File: src/rtl/addr_gen_seq.sv
// addr_gen_seq: base/stride/length address walker with dwell, pause, wrap.
// Define ADDR_GEN_SEQ_REPEAT_EN to add i_repeat (multi-pass one-shot runs).
module addr_gen_seq #(
  parameter int ADDR_WIDTH = 12,
  parameter int CNT_WIDTH  = 12
) (
  input  logic                  clk,
  input  logic                  rst,
  input  logic                  en,
  input  logic                  i_start,
  input  logic                  i_stop,
  input  logic [ADDR_WIDTH-1:0] i_base,
  input  logic [ADDR_WIDTH-1:0] i_len,
  input  logic [ADDR_WIDTH-1:0] i_stride,
  input  logic [CNT_WIDTH-1:0]  i_dwell,
  input  logic [CNT_WIDTH-1:0]  i_pause,
  input  logic                  i_wrap,
`ifdef ADDR_GEN_SEQ_REPEAT_EN
  input  logic [7:0]            i_repeat,
`endif
  output logic [ADDR_WIDTH-1:0] o_addr,
  output logic                  o_valid,
  output logic                  o_last,
  output logic                  o_busy,
  output logic                  o_done
);

  typedef enum logic [1:0] {
    IDLE  = 2'd0,
    DWELL = 2'd1,
    PAUSE = 2'd2
  } state_t;

  localparam logic [ADDR_WIDTH-1:0] A_ONE = ADDR_WIDTH'(1);
  localparam logic [CNT_WIDTH-1:0]  C_ONE = CNT_WIDTH'(1);

  state_t state_q, state_d;

  logic [ADDR_WIDTH-1:0] addr_q, addr_d;
  logic                  valid_q, valid_d;
  logic                  last_q, last_d;
  logic                  busy_q, busy_d;
  logic                  done_q, done_d;

  logic [ADDR_WIDTH-1:0] idx_q, idx_d;
  logic [CNT_WIDTH-1:0]  cnt_q, cnt_d;

  logic [ADDR_WIDTH-1:0] base_q, base_d;
  logic [ADDR_WIDTH-1:0] len_q, len_d;
  logic [ADDR_WIDTH-1:0] stride_q, stride_d;
  logic [CNT_WIDTH-1:0]  dwell_q, dwell_d;
  logic [CNT_WIDTH-1:0]  pause_q, pause_d;
  logic                  wrap_q, wrap_d;

`ifdef ADDR_GEN_SEQ_REPEAT_EN
  logic [7:0]            rep_q, rep_d;
`endif

  logic [ADDR_WIDTH-1:0] len_m1;
  logic [ADDR_WIDTH-1:0] idx_inc;
  logic                  step;
  logic                  halt;

  // dwell of zero is treated as one cycle
  function automatic logic [CNT_WIDTH-1:0] dwell_m1(
    input logic [CNT_WIDTH-1:0] d
  );
    return (d == '0) ? '0 : d - C_ONE;
  endfunction

  assign len_m1  = len_q - A_ONE;
  assign idx_inc = idx_q + A_ONE;

  // state, counters, latched config and registered outputs
  always_ff @(posedge clk or posedge rst) begin
    if (rst) begin
      state_q  <= IDLE;
      addr_q   <= '0;
      valid_q  <= 1'b0;
      last_q   <= 1'b0;
      busy_q   <= 1'b0;
      done_q   <= 1'b0;
      idx_q    <= '0;
      cnt_q    <= '0;
      base_q   <= '0;
      len_q    <= '0;
      stride_q <= '0;
      dwell_q  <= '0;
      pause_q  <= '0;
      wrap_q   <= 1'b0;
`ifdef ADDR_GEN_SEQ_REPEAT_EN
      rep_q    <= '0;
`endif
    end else begin
      state_q  <= state_d;
      addr_q   <= addr_d;
      valid_q  <= valid_d;
      last_q   <= last_d;
      busy_q   <= busy_d;
      done_q   <= done_d;
      idx_q    <= idx_d;
      cnt_q    <= cnt_d;
      base_q   <= base_d;
      len_q    <= len_d;
      stride_q <= stride_d;
      dwell_q  <= dwell_d;
      pause_q  <= pause_d;
      wrap_q   <= wrap_d;
`ifdef ADDR_GEN_SEQ_REPEAT_EN
      rep_q    <= rep_d;
`endif
    end
  end

  // next-state and next-output logic; en=0 holds everything
  always_comb begin
    state_d  = state_q;
    addr_d   = addr_q;
    valid_d  = valid_q;
    last_d   = last_q;
    busy_d   = busy_q;
    done_d   = done_q;
    idx_d    = idx_q;
    cnt_d    = cnt_q;
    base_d   = base_q;
    len_d    = len_q;
    stride_d = stride_q;
    dwell_d  = dwell_q;
    pause_d  = pause_q;
    wrap_d   = wrap_q;
`ifdef ADDR_GEN_SEQ_REPEAT_EN
    rep_d    = rep_q;
`endif
    step     = 1'b0;
    halt     = 1'b0;

    if (en) begin
      done_d = 1'b0;

      unique case (state_q)
        IDLE: begin
          if (i_start) begin
            base_d   = i_base;
            len_d    = i_len;
            stride_d = i_stride;
            dwell_d  = i_dwell;
            pause_d  = i_pause;
            wrap_d   = i_wrap;
`ifdef ADDR_GEN_SEQ_REPEAT_EN
            rep_d    = i_repeat;
`endif
            if (i_len == '0) begin
              done_d = 1'b1;
            end else begin
              state_d = DWELL;
              addr_d  = i_base;
              valid_d = 1'b1;
              last_d  = (i_len == A_ONE);
              busy_d  = 1'b1;
              idx_d   = '0;
              cnt_d   = dwell_m1(i_dwell);
            end
          end
        end

        DWELL: begin
          if (i_stop) begin
            halt = 1'b1;
          end else if (cnt_q != '0) begin
            cnt_d = cnt_q - C_ONE;
          end else if (pause_q != '0) begin
            state_d = PAUSE;
            valid_d = 1'b0;
            last_d  = 1'b0;
            cnt_d   = pause_q - C_ONE;
          end else begin
            step = 1'b1;
          end
        end

        PAUSE: begin
          if (i_stop) begin
            halt = 1'b1;
          end else if (cnt_q != '0) begin
            cnt_d = cnt_q - C_ONE;
          end else begin
            step = 1'b1;
          end
        end

        default: begin
          state_d = IDLE;
        end
      endcase

      if (step) begin
        if (idx_q != len_m1) begin
          state_d = DWELL;
          addr_d  = addr_q + stride_q;
          idx_d   = idx_inc;
          valid_d = 1'b1;
          last_d  = (idx_inc == len_m1);
          cnt_d   = dwell_m1(dwell_q);
        end else if (wrap_q) begin
          state_d = DWELL;
          addr_d  = base_q;
          idx_d   = '0;
          valid_d = 1'b1;
          last_d  = (len_q == A_ONE);
          cnt_d   = dwell_m1(dwell_q);
`ifdef ADDR_GEN_SEQ_REPEAT_EN
        end else if (rep_q != 8'd0) begin
          state_d = DWELL;
          addr_d  = base_q;
          idx_d   = '0;
          valid_d = 1'b1;
          last_d  = (len_q == A_ONE);
          cnt_d   = dwell_m1(dwell_q);
          rep_d   = rep_q - 8'd1;
`endif
        end else begin
          halt = 1'b1;
        end
      end

      if (halt) begin
        state_d = IDLE;
        addr_d  = '0;
        valid_d = 1'b0;
        last_d  = 1'b0;
        busy_d  = 1'b0;
        done_d  = 1'b1;
        idx_d   = '0;
        cnt_d   = '0;
      end
    end
  end

  assign o_addr  = addr_q;
  assign o_valid = valid_q;
  assign o_last  = last_q;
  assign o_busy  = busy_q;
  assign o_done  = done_q;

endmodule

File: config.mk
export PLATFORM = sky130hd
export DESIGN_NAME = addr_gen_seq
export DESIGN_NICKNAME = d
export VERILOG_FILES = /design/src/rtl/addr_gen_seq.sv
export SDC_FILE = /design/constraint.sdc
export NUM_CORES = 1
export LEC_CHECK = 0
export ABC_CLOCK_PERIOD_IN_PS = 3200
export BUFFER_PORTS_ARGS = -buffer_cell sky130_fd_sc_hd__buf_2
export CORE_ASPECT_RATIO = 1.75
export CORE_MARGIN = 2
export CORE_UTILIZATION = 24
export DETAILED_ROUTE_END_ITERATION = 12
export PLACE_DENSITY = 0.42
export SETUP_SLACK_MARGIN = 0.5
export SLEW_MARGIN = 0
export SYNTH_ARGS = -nofsm -noshare
export SYNTH_HDL_FRONTEND = slang
export SYNTH_SLANG_ARGS = --single-unit
File: constraint.sdc
create_clock -name clk -period 3.2 [get_ports clk]
set_clock_uncertainty 0.2 [all_clocks]
set_input_delay 0.16 -clock clk [delete_from_list [all_inputs] [get_ports clk]]
set_output_delay 0.16 -clock clk [all_outputs]
set_load 0.05 [all_outputs]
==> impl_metrics.env, run 1 <==
export IMPL_outcome="completed"
export IMPL_setup_viol_count_final=0
export IMPL_initial_utilization_pct=24.20
export IMPL_via_count=6952
export IMPL_routed_wl_mm=27.15
export IMPL_syn_avg_cell_area_um2=9.219
export IMPL_fin_crit_sh_pct=93.00
export IMPL_max_stage_delay_ns=0.44
export IMPL_ys_async_sr_fraction_pct=100.0
export IMPL_gp_congestion=0.8504
export IMPL_maxSlewViolCount=0
export IMPL_synth_seq_cells=103
export IMPL_post_route_min_period_ns=2.976
export IMPL_die_area_mm2=0.03236
export IMPL_drive_gt1_share_pct=33.37
export IMPL_powerDensity_mw_per_mm2=878.0
export IMPL_regToRegEndpoint="o_addr[3]"
export IMPL_grt_max_degree=41
export IMPL_antenna_found_initial=0
export IMPL_ys_types=76
export IMPL_ir_worst_vdd_mv=0.3130
export IMPL_cp_required_ns=3.26
export IMPL_drc=0
export IMPL_gr_usage_met1_pct=16.79
export IMPL_path_common_cell="nor3_2"
export IMPL_hp_start="i_dwell[5]"
export IMPL_core_area_mm2=0.03063
export IMPL_finalWorstSetupSlack_ns=0.2239
export IMPL_whs_endpoint="cnt_q[5]"
export IMPL_hp_class="primary input to register"
export IMPL_final_common_cell="dfrtp_1"
export IMPL_cp_arrival_ns=3.04
export IMPL_p_leak_nw=4.284
export IMPL_die_y_um=236.5
export IMPL_overflow=0
export IMPL_synth_area_mm2=0.007412
export IMPL_synth_edff_count=0
export IMPL_worst_setup_path_end_kind="register"
export IMPL_yosysTopAreaCell="dfrtp_1"
export IMPL_yosys_top_cells_area="dfrtp_1, mux2_2, xnor2_1, ha_1, o21ai_0"
export IMPL_synthCells=804
export IMPL_ff2ff_setup_slack_ns=0.22
export IMPL_clockBufferDepth=2
export IMPL_cts_tree="yes"
export IMPL_avgViaCountPerCell=4.973
export IMPL_die_x_um=136.8
export IMPL_area_growth_pct=38.45
export IMPL_rows=85
export IMPL_synth_ff_type="dfrtp_1"
export IMPL_rr_startpoint="len_q[0]"
export IMPL_clk_latency_ns=0.38
export IMPL_grt_pass1_wl_mm=41.34
export IMPL_slew_headroom_pct=35.06
export IMPL_hold_depth=5
export IMPL_place_ws_ns=0.1707
export IMPL_crit_slowest_cell="dfrtp_2"
export IMPL_crit_fanout=8
export IMPL_ant_nets=0
export IMPL_use_met3_pct=2.269
export IMPL_crit_chain="inv_2 -> ha_4 -> buf_4 -> or3b_4 -> nor3_4 -> and3_4 -> nor3_2 -> clkbuf_16 -> or2_4 -> buf_8 -> o21ai_4 -> nor3_2 -> a211o_1"
export IMPL_port_buffers=81
export IMPL_worst_slew_pin_slew_ns=0.9720
export IMPL_cts_root_buf="clkbuf_16"
export IMPL_wl_per_cell_um=19.42
export IMPL_drt_iter0_drc=241
export IMPL_most_common_layout_cells="dfrtp_1, buf_2, buf_4"
export IMPL_drt_first_pass_iters=4
export IMPL_worst_setup_path_start_kind="register"
export IMPL_ioPinCount=82
export IMPL_hpwl_mm=20.34
export IMPL_use_met2_pct=33.50
export IMPL_grt_pass1_vias=7288
export IMPL_seq_area_frac_synth_pct=34.77
export IMPL_ys_warn_count=0
export IMPL_finalNonFillerCells=1398
export IMPL_n_fill_cell=3215
export IMPL_grt_busiest_layer="met2"
export IMPL_dp_cells=1290
export IMPL_fmax_mhz=336.0
export IMPL_nNetsFinal=1095
export IMPL_n_antenna_cell=0
export IMPL_cts_buffers=9
export IMPL_drv_cap=0
export IMPL_rsz0062_at_grt="true"
export IMPL_synth_net_count=897
export IMPL_hold_viol_final=0
export IMPL_grtUsageTotal_pct=17.03
export IMPL_clk_pin_slew_ns=0.08
export IMPL_h_tree_depth=3
export IMPL_synth_top_cell_area_share_pct=34.77
export IMPL_criticalPathCategory="register to register"
export IMPL_clock_sinks=103
export IMPL_worst_r2r_cell_count=13
export IMPL_final_setup_tns_ns=0
routing by layer:
metal  routed length (µm)  part of all wire, %
met5                    0                    0
met4                 1235                  4.5
met3                  655                  2.4
met2                15550                   57
met1                 9707                   36
what timing repair did:
action                                  in CTS  in global routing
setup buffers                               17                  9
endpoints found under the setup margin      40                 41
hold buffers                                62                  0
gates cloned                                 2                  2
endpoints found under the hold margin       99                  0
pin swaps                                   17                 31
gates resized for setup                     46                 67
final cells by class:
| class | instances | area, µm² | area share [%] |
|---|---|---|---|
| clock inverter | 6 | 61.31 | 0.5974 |
| multi-input combinational | 635 | 4974 | 48.46 |
| inverter | 23 | 90.09 | 0.8778 |
| tap | 391 | 489.2 | 4.767 |
| timing repair buffer | 230 | 1837 | 17.90 |
| clock buffer | 10 | 229.0 | 2.231 |
| sequential | 103 | 2582 | 25.16 |
how the worst max path moves through the flow:
stage	start	to	slack, ns	depth (start not counted)
floorplan	len_q[0]	o_addr[3]	0.42	12
global placement	len_q[0]	o_addr[0]	0.21	10
detailed placement	len_q[0]	cnt_q[10]	0.17	11
CTS	len_q[0]	cnt_q[5]	0.26	9
global route	len_q[0]	o_addr[8]	0.14	10
finish	len_q[0]	o_addr[3]	0.22	13
metrics by stage:
stage	hold slack (ns)	utilization, %	total power, mW	instance area, µm²
2_1_floorplan	0.1106	-	5.747	7508
3_3_place_gp	0.1930	28.29	7.297	8666
3_5_place_dp	0.1973	28.29	7.318	8666
4_1_cts	0.05176	32.33	8.856	9902
5_1_grt	0.1147	33.50	9.633	10260
6_report	0.06093	33.50	9.010	10260
critical path, delay by kind of cell (launching register included):
kind | cells | cell delay (ns)
AND/OR/NAND/NOR | 6 | 1.15
buffers and inverters | 4 | 0.51
flip-flops | 1 | 0.44
AO/OA/AOI/OAI | 2 | 0.40
adder cells (fa/ha/maj) | 1 | 0.14
registers in the layout, summed over array words and instances, names as in the netlist, 12 cells and up:
signal / cells
len_q: 12
pause_q: 12
dwell_q: 12
base_q: 12
o_addr: 12
stride_q: 12
idx_q: 12
cnt_q: 12
cells in the mapped netlist, drive strengths merged (9+ instances only):
cell and count:
o211ai 9, nand3 17, mux2 61, nor4 13
buf 14, nor2 53, or4 9, dfrtp 103
inv 23, o31ai 11, xnor2 46, and3 10
ha 26, a21oi 46, xor2 28, clkbuf 30
nor3 41, a21o 11, nand3b 12, o21ai 61
nand2 55
cell families after synthesis:
logic type	synth area share, %
flip-flops	34.77
AND/OR/NAND/NOR	18.38
adder cells (fa/ha/maj)	4.659
multiplexers	10.13
buffers and inverters	4.034
AO/OA/AOI/OAI	19.28
XOR/XNOR	8.744
power breakdown:
group          internal (mW)  leakage (nW)  switching (mW)
clock network          0.605         0.142           0.555
logic                   2.37          2.87            2.89
registers               1.86          1.27           0.733
(Power assumes the default switching activity.)
==> run 2: changes to the inputs <==
Settings changed: ABC_AREA set to 1, BUFFER_PORTS_ARGS -buffer_cell sky130_fd_sc_hd__buf_2 to not set, DONT_BUFFER_PORTS set to 1, GPL_ROUTABILITY_DRIVEN set to 0, PLACE_DENSITY 0.42 to 0.39.
==> impl_metrics.env, run 2 <==
export IMPL_synthTopCellsByCount="nand2_1, inv_1, nor2_1"
export IMPL_seq_area_frac_synth_pct=30.29
export IMPL_nNetsFinal=1513
export IMPL_synth_ff_type="dfrtp_1"
export IMPL_hold_viol_final=0
export IMPL_drv_cap=0
export IMPL_ioPinCount=82
export IMPL_crit_chain="buf_6 -> nor2_4 -> nand4_1 -> nand2_2 -> nor2_2 -> nor2_1 -> nand2_1 -> nor2_4 -> nand4_4 -> nand2_8 -> buf_12 -> nand2_4 -> nand2_4 -> nand2_2 -> nand2_1"
export IMPL_hold_depth=7
export IMPL_overflow=0
export IMPL_ys_async_sr_fraction_pct=100.0
export IMPL_outcome="completed"
export IMPL_cts_buffers=9
export IMPL_synth_top_cell_area_share_pct=30.29
export IMPL_worst_setup_path_end_kind="register"
export IMPL_finalWorstSetupSlack_ns=0.5877
export IMPL_cts_root_buf="clkbuf_16"
export IMPL_p_leak_nw=5.290
export IMPL_hpwl_mm=24.77
export IMPL_die_y_um=253.1
export IMPL_grt_pass1_wl_mm=49.86
export IMPL_grt_max_degree=67
export IMPL_synth_net_count=1411
export IMPL_cts_tree="yes"
export IMPL_worst_slew_pin_slew_ns=0.7472
export IMPL_use_met3_pct=2.324
export IMPL_synthCells=1318
export IMPL_port_buffers=0
export IMPL_criticalPathCategory="register to register"
export IMPL_clk_latency_ns=0.39
export IMPL_clock_sinks=103
export IMPL_cp_arrival_ns=2.73
export IMPL_fmax_mhz=382.8
export IMPL_avgViaCountPerCell=4.603
export IMPL_powerDensity_mw_per_mm2=860.3
export IMPL_grt_pass1_vias=8782
export IMPL_crit_fanout=6
export IMPL_area_growth_pct=24.76
export IMPL_maxSlewViolCount=0
export IMPL_clk_pin_slew_ns=0.08
export IMPL_fin_util_pct=30.27
export IMPL_via_count=8699
export IMPL_drt_first_pass_iters=5
export IMPL_yosysMostFrequentCell="nand2_1"
export IMPL_setup_viol_count_final=0
export IMPL_syn_avg_cell_area_um2=6.455
export IMPL_power_mw=9.132
export IMPL_n_antenna_cell=0
export IMPL_final_common_cell="nand2_1"
export IMPL_routed_wl_mm=31.85
export IMPL_dp_cells=1785
export IMPL_synth_edff_count=0
export IMPL_post_route_min_period_ns=2.612
export IMPL_initial_utilization_pct=24.26
export IMPL_path_buf_inv=2
export IMPL_synth_seq_cells=103
export IMPL_slew_headroom_pct=49.88
export IMPL_use_met2_pct=34.70
export IMPL_ys_types=43
export IMPL_worst_setup_path_start_kind="register"
export IMPL_place_ws_ns=0.2796
export IMPL_most_common_layout_cells="nand2_1, inv_1, nand3_1, nor2_1, dfrtp_1"
export IMPL_whs_ns=0.01583
export IMPL_crit_cells=15
export IMPL_finalNonFillerCells=1890
export IMPL_path_delay_family="simple AND/OR/NAND/NOR gates"
export IMPL_drive_gt1_share_pct=14.32
export IMPL_grt_busiest_layer="met2"
export IMPL_drc=0
export IMPL_ys_warn_count=0
export IMPL_clockBufferDepth=2
export IMPL_rows=91
export IMPL_cp_required_ns=3.32
export IMPL_final_setup_tns_ns=0
export IMPL_ir_worst_vdd_mv=0.3763
export IMPL_synth_area_mm2=0.008508
export IMPL_max_stage_delay_ns=0.42
export IMPL_die_area_mm2=0.03703
export IMPL_drt_iter0_drc=403
export IMPL_die_x_um=146.3
export IMPL_worst_r2r_cell_count=15
export IMPL_wl_per_cell_um=16.85
export IMPL_multi_input_area_mm2=0.005351
export IMPL_h_tree_depth=3
export IMPL_yosysTopAreaCell="dfrtp_1"
export IMPL_gr_usage_met1_pct=17.80
export IMPL_antenna_found_initial=0
export IMPL_dpl_cell_area_mm2=0.009225
export IMPL_design_area_mm2=0.01062
export IMPL_n_fill_cell=3978
export IMPL_rsz0062_at_grt="true"
export IMPL_ff_latch_area_mm2=0.002581
export IMPL_crit_slowest_cell="dfrtp_1"
export IMPL_hp_class="primary input to register"
export IMPL_grtUsageTotal_pct=17.68
export IMPL_core_area_mm2=0.03507
export IMPL_fin_crit_sh_pct=81.63
export IMPL_ant_nets=0
export IMPL_yosys_top_cells_area="dfrtp_1, nand2_1, nand3_1, inv_1, nor2_1"
## run 2: cell types whose count changed in the layout (fill, tap and decap cells not counted), sizes merged, moves of 21 or more
cell,previous run,this run
xnor2,46,11
nand4,4,25
nand3,17,131
nand2,55,459
buf,166,60
mux2,61,15
o21ai,61,84
nor2,53,145
nor3,41,13
inv,22,160
## run 2: worst register-to-register path, delay by kind of cell (launching register included)
kind          cells  cell delay [ns]
simple gates     13             1.65
flops             1             0.42
buf+inv           2             0.27
## run 2: logic make-up (layout without fill, tap and decap cells)
family | count (synthesis) | after routing | synth area share (%)
compound gates | 153 | 153 | 9.544
xor+xnor | 40 | 40 | 4.118
fa+ha+maj | 27 | 27 | 4.059
buf+inv | 198 | 304 | 9.397
flops | 103 | 103 | 30.29
mux | 15 | 15 | 1.985
simple gates | 782 | 783 | 40.60
## run 2: timing repair
action	in CTS	in global routing
endpoints found under the setup margin	35	40
endpoints found under the hold margin	119	0
pin swaps	3	24
buffers inserted	7	15
hold buffers	65	0
gates cloned	2	0
gates resized for setup	9	68
## run 2: final cells by class
cell class                      instances  area share, %
Clock buffer                           10          2.157
Clock inverter                          6         0.4833
Inverter                              162          5.835
Multi-Input combinational cell       1018          50.41
Sequential cell                       103          24.32
Tap cell                              465          5.481
Timing Repair Buffer                  125          11.24
Timing Repair inverter                  1        0.07072
## run 2: path summary, 6_finish.rpt
kind | from | endpoint | slack (ns)
setup reg to reg | len_q[1] | cnt_q[1] | 0.59
max in group asynchronous | rst | cnt_q[5] | 1.86
hold / removal | i_dwell[5] | cnt_q[5] | 0.02
hold reg to reg | dwell_q[0] | dwell_q[0] | 0.29
min in group asynchronous | rst | len_q[4] | 0.12
setup / recovery | len_q[1] | cnt_q[1] | 0.59
## run 2: per-layer routing
layer | wire [µm] | vias to the layer above
met1 | 11710 | 4065
met3 | 766 | 65
met2 | 17920 | 160
met4 | 1460 | 0
met5 | 0 | -
li1 | - | 4409
## run 2: where the power goes
| group | total (mW) | internal (mW) | switching, mW |
|---|---|---|---|
| Clock | 1.13 | 0.541 | 0.593 |
| Sequential | 2.60 | 1.84 | 0.759 |
| Combinational | 5.40 | 2.00 | 3.40 |
==> run 3: changes to the inputs <==
Settings changed: ABC_CLOCK_PERIOD_IN_PS 3200 to 2400.
Clock period 3.2 ns to 2.4 ns, I/O delays scaled along.
==> impl_metrics.env, run 3 (synthesis results as in run 2) <==
export IMPL_clockBufferDepth=2
export IMPL_rsz0062_at_grt="true"
export IMPL_path_common_cell="nand2_1"
export IMPL_max_stage_delay_ns=0.41
export IMPL_wl_per_cell_um=16.89
export IMPL_crit_chain="inv_2 -> ha_4 -> nand3_1 -> nand3_1 -> buf_4 -> nand2_1 -> nor2_1 -> nand2_1 -> nor2_4 -> nand4_4 -> nand2_8 -> buf_12 -> buf_12 -> nand2_1 -> nand2_1 -> o21ai_2"
export IMPL_most_common_layout_cells="nand2_1, buf_4, inv_1"
export IMPL_design_area_mm2=0.01206
export IMPL_whs_ns=0.01942
export IMPL_drt_iter0_drc=438
export IMPL_initial_utilization_pct=24.26
export IMPL_final_common_cell="nand2_1"
export IMPL_outcome="finished with violations"
export IMPL_worst_setup_path_end_kind="register"
export IMPL_grt_max_degree=30
export IMPL_fin_crit_sh_pct=103.9
export IMPL_n_antenna_cell=0
export IMPL_grt_pass1_wl_mm=51.93
export IMPL_place_ws_ns=-0.3004
export IMPL_drv_cap=0
export IMPL_maxUsedRoutingLayer="met4"
export IMPL_worst_setup_path_start_kind="register"
export IMPL_core_area_mm2=0.03507
export IMPL_die_y_um=253.1
export IMPL_crit_fanout=6
export IMPL_criticalPathCategory="register to register"
export IMPL_dpl_cell_area_mm2=0.01032
export IMPL_clk_pin_slew_ns=0.09
export IMPL_hpwl_mm=26.85
export IMPL_overflow=0
export IMPL_violations="negative setup slack"
export IMPL_clk_latency_ns=0.39
export IMPL_setup_viol_count_final=36
export IMPL_cp_arrival_ns=2.57
export IMPL_h_tree_depth=3
export IMPL_ioPinCount=82
export IMPL_p_leak_nw=6.076
export IMPL_drc=0
export IMPL_antenna_found_initial=0
export IMPL_power_mw=13.93
export IMPL_hold_viol_final=0
export IMPL_dp_cells=1905
export IMPL_hp_class="primary input to register"
export IMPL_post_route_min_period_ns=2.493
export IMPL_grt_pass1_vias=9181
export IMPL_wl_met3_um=801
export IMPL_wl_met2_mm=19.53
export IMPL_nNetsFinal=1643
export IMPL_maxSlewViolCount=0
export IMPL_cts_buffers=9
export IMPL_rows=91
export IMPL_via_count=9198
export IMPL_drt_first_pass_iters=5
export IMPL_finalWorstSetupSlack_ns=-0.09313
export IMPL_routed_wl_mm=34.12
export IMPL_clock_sinks=103
export IMPL_cts_root_buf="clkbuf_16"
export IMPL_crit_slowest_cell="dfrtp_1"
export IMPL_finalNonFillerCells=2020
export IMPL_drive_gt1_share_pct=25.02
export IMPL_area_growth_pct=41.77
export IMPL_avgViaCountPerCell=4.553
export IMPL_die_area_mm2=0.03703
export IMPL_met1Wirelength_mm=12.79
export IMPL_ant_nets=0
export IMPL_ir_worst_vdd_mv=0.4524
export IMPL_cp_required_ns=2.47
export IMPL_fmax_mhz=401.1
export IMPL_powerDensity_mw_per_mm2=1155
export IMPL_worst_slew_pin_slew_ns=0.6399
export IMPL_die_x_um=146.3
export IMPL_cts_tree="yes"
export IMPL_grtUsageTotal_pct=18.41
export IMPL_slew_headroom_pct=57.34
export IMPL_port_buffers=0
-- run 3: cell count changes in the layout (fill, tap and decap cells not counted), sizes merged --
cell / change
clkbuf: +3
dlygate4sd3: +1
bufinv: +1
clkinv: -1
nand2: -1
buf: +127
-- run 3: layer usage --
| metal | global-route usage, % | vias up |
|---|---|---|
| li1 | - | 4687 |
| met1 | 19.11 | 4335 |
| met2 | 36.97 | 138 |
| met3 | 2.505 | 38 |
| met4 | 6.741 | 0 |
| met5 | 0 | - |
-- run 3: where the power goes --
group	leakage, nW	switching, mW	internal (mW)
combinational	4.66	5.22	3.79
sequential	1.27	0.806	2.47
clock	0.150	0.822	0.827
-- run 3: path summary, 6_finish.rpt --
kind,from,endpoint,slack (ns),depth (start not counted)
min in group asynchronous,rst,o_addr[11],0.08,2
min reg2reg,base_q[0],base_q[0],0.30,2
max reg2reg,len_q[1],o_addr[2],-0.09,16
max in group asynchronous,rst,pause_q[1],1.30,3
max,len_q[1],o_addr[2],-0.09,16
min,i_dwell[9],cnt_q[9],0.02,7
-- run 3: final cells by class --
type / instances / area [µm²]
Timing Repair Buffer: 257 / 2386
Sequential cell: 103 / 2587
Inverter: 162 / 620.6
Clock inverter: 7 / 78.83
Clock buffer: 9 / 225.2
Fill cell: 3900 / 23010
Tap cell: 465 / 581.8
Multi-Input combinational cell: 1017 / 5582
-- run 3: metrics by stage --
step | TNS, ns | utilization [%]
6_report | -2.129 | 34.39
2_1_floorplan | 0 | -
3_5_place_dp | -6.850 | 29.43
5_1_grt | -9.278 | 34.39
4_1_cts | -2.523 | 33.44
3_3_place_gp | -7.537 | 29.43
-- run 3: worst max-delay path, delay by kind of cell (launching register included) --
kind / cells / cell delay (ns)
adder cells (fa/ha/maj): 1 / 0.18
buffers and inverters: 4 / 0.46
AND/OR/NAND/NOR: 10 / 1.05
AO/OA/AOI/OAI: 1 / 0.05
flip-flops: 1 / 0.41
-- run 3: what timing repair did --
action,4_1_cts,5_1_grt
pin swaps,21,43
setup endpoints to repair,66,88
cloned,1,4
setup buffers,22,6
hold buffers,66,0
gates resized for setup,70,50
hold endpoints to repair,206,0
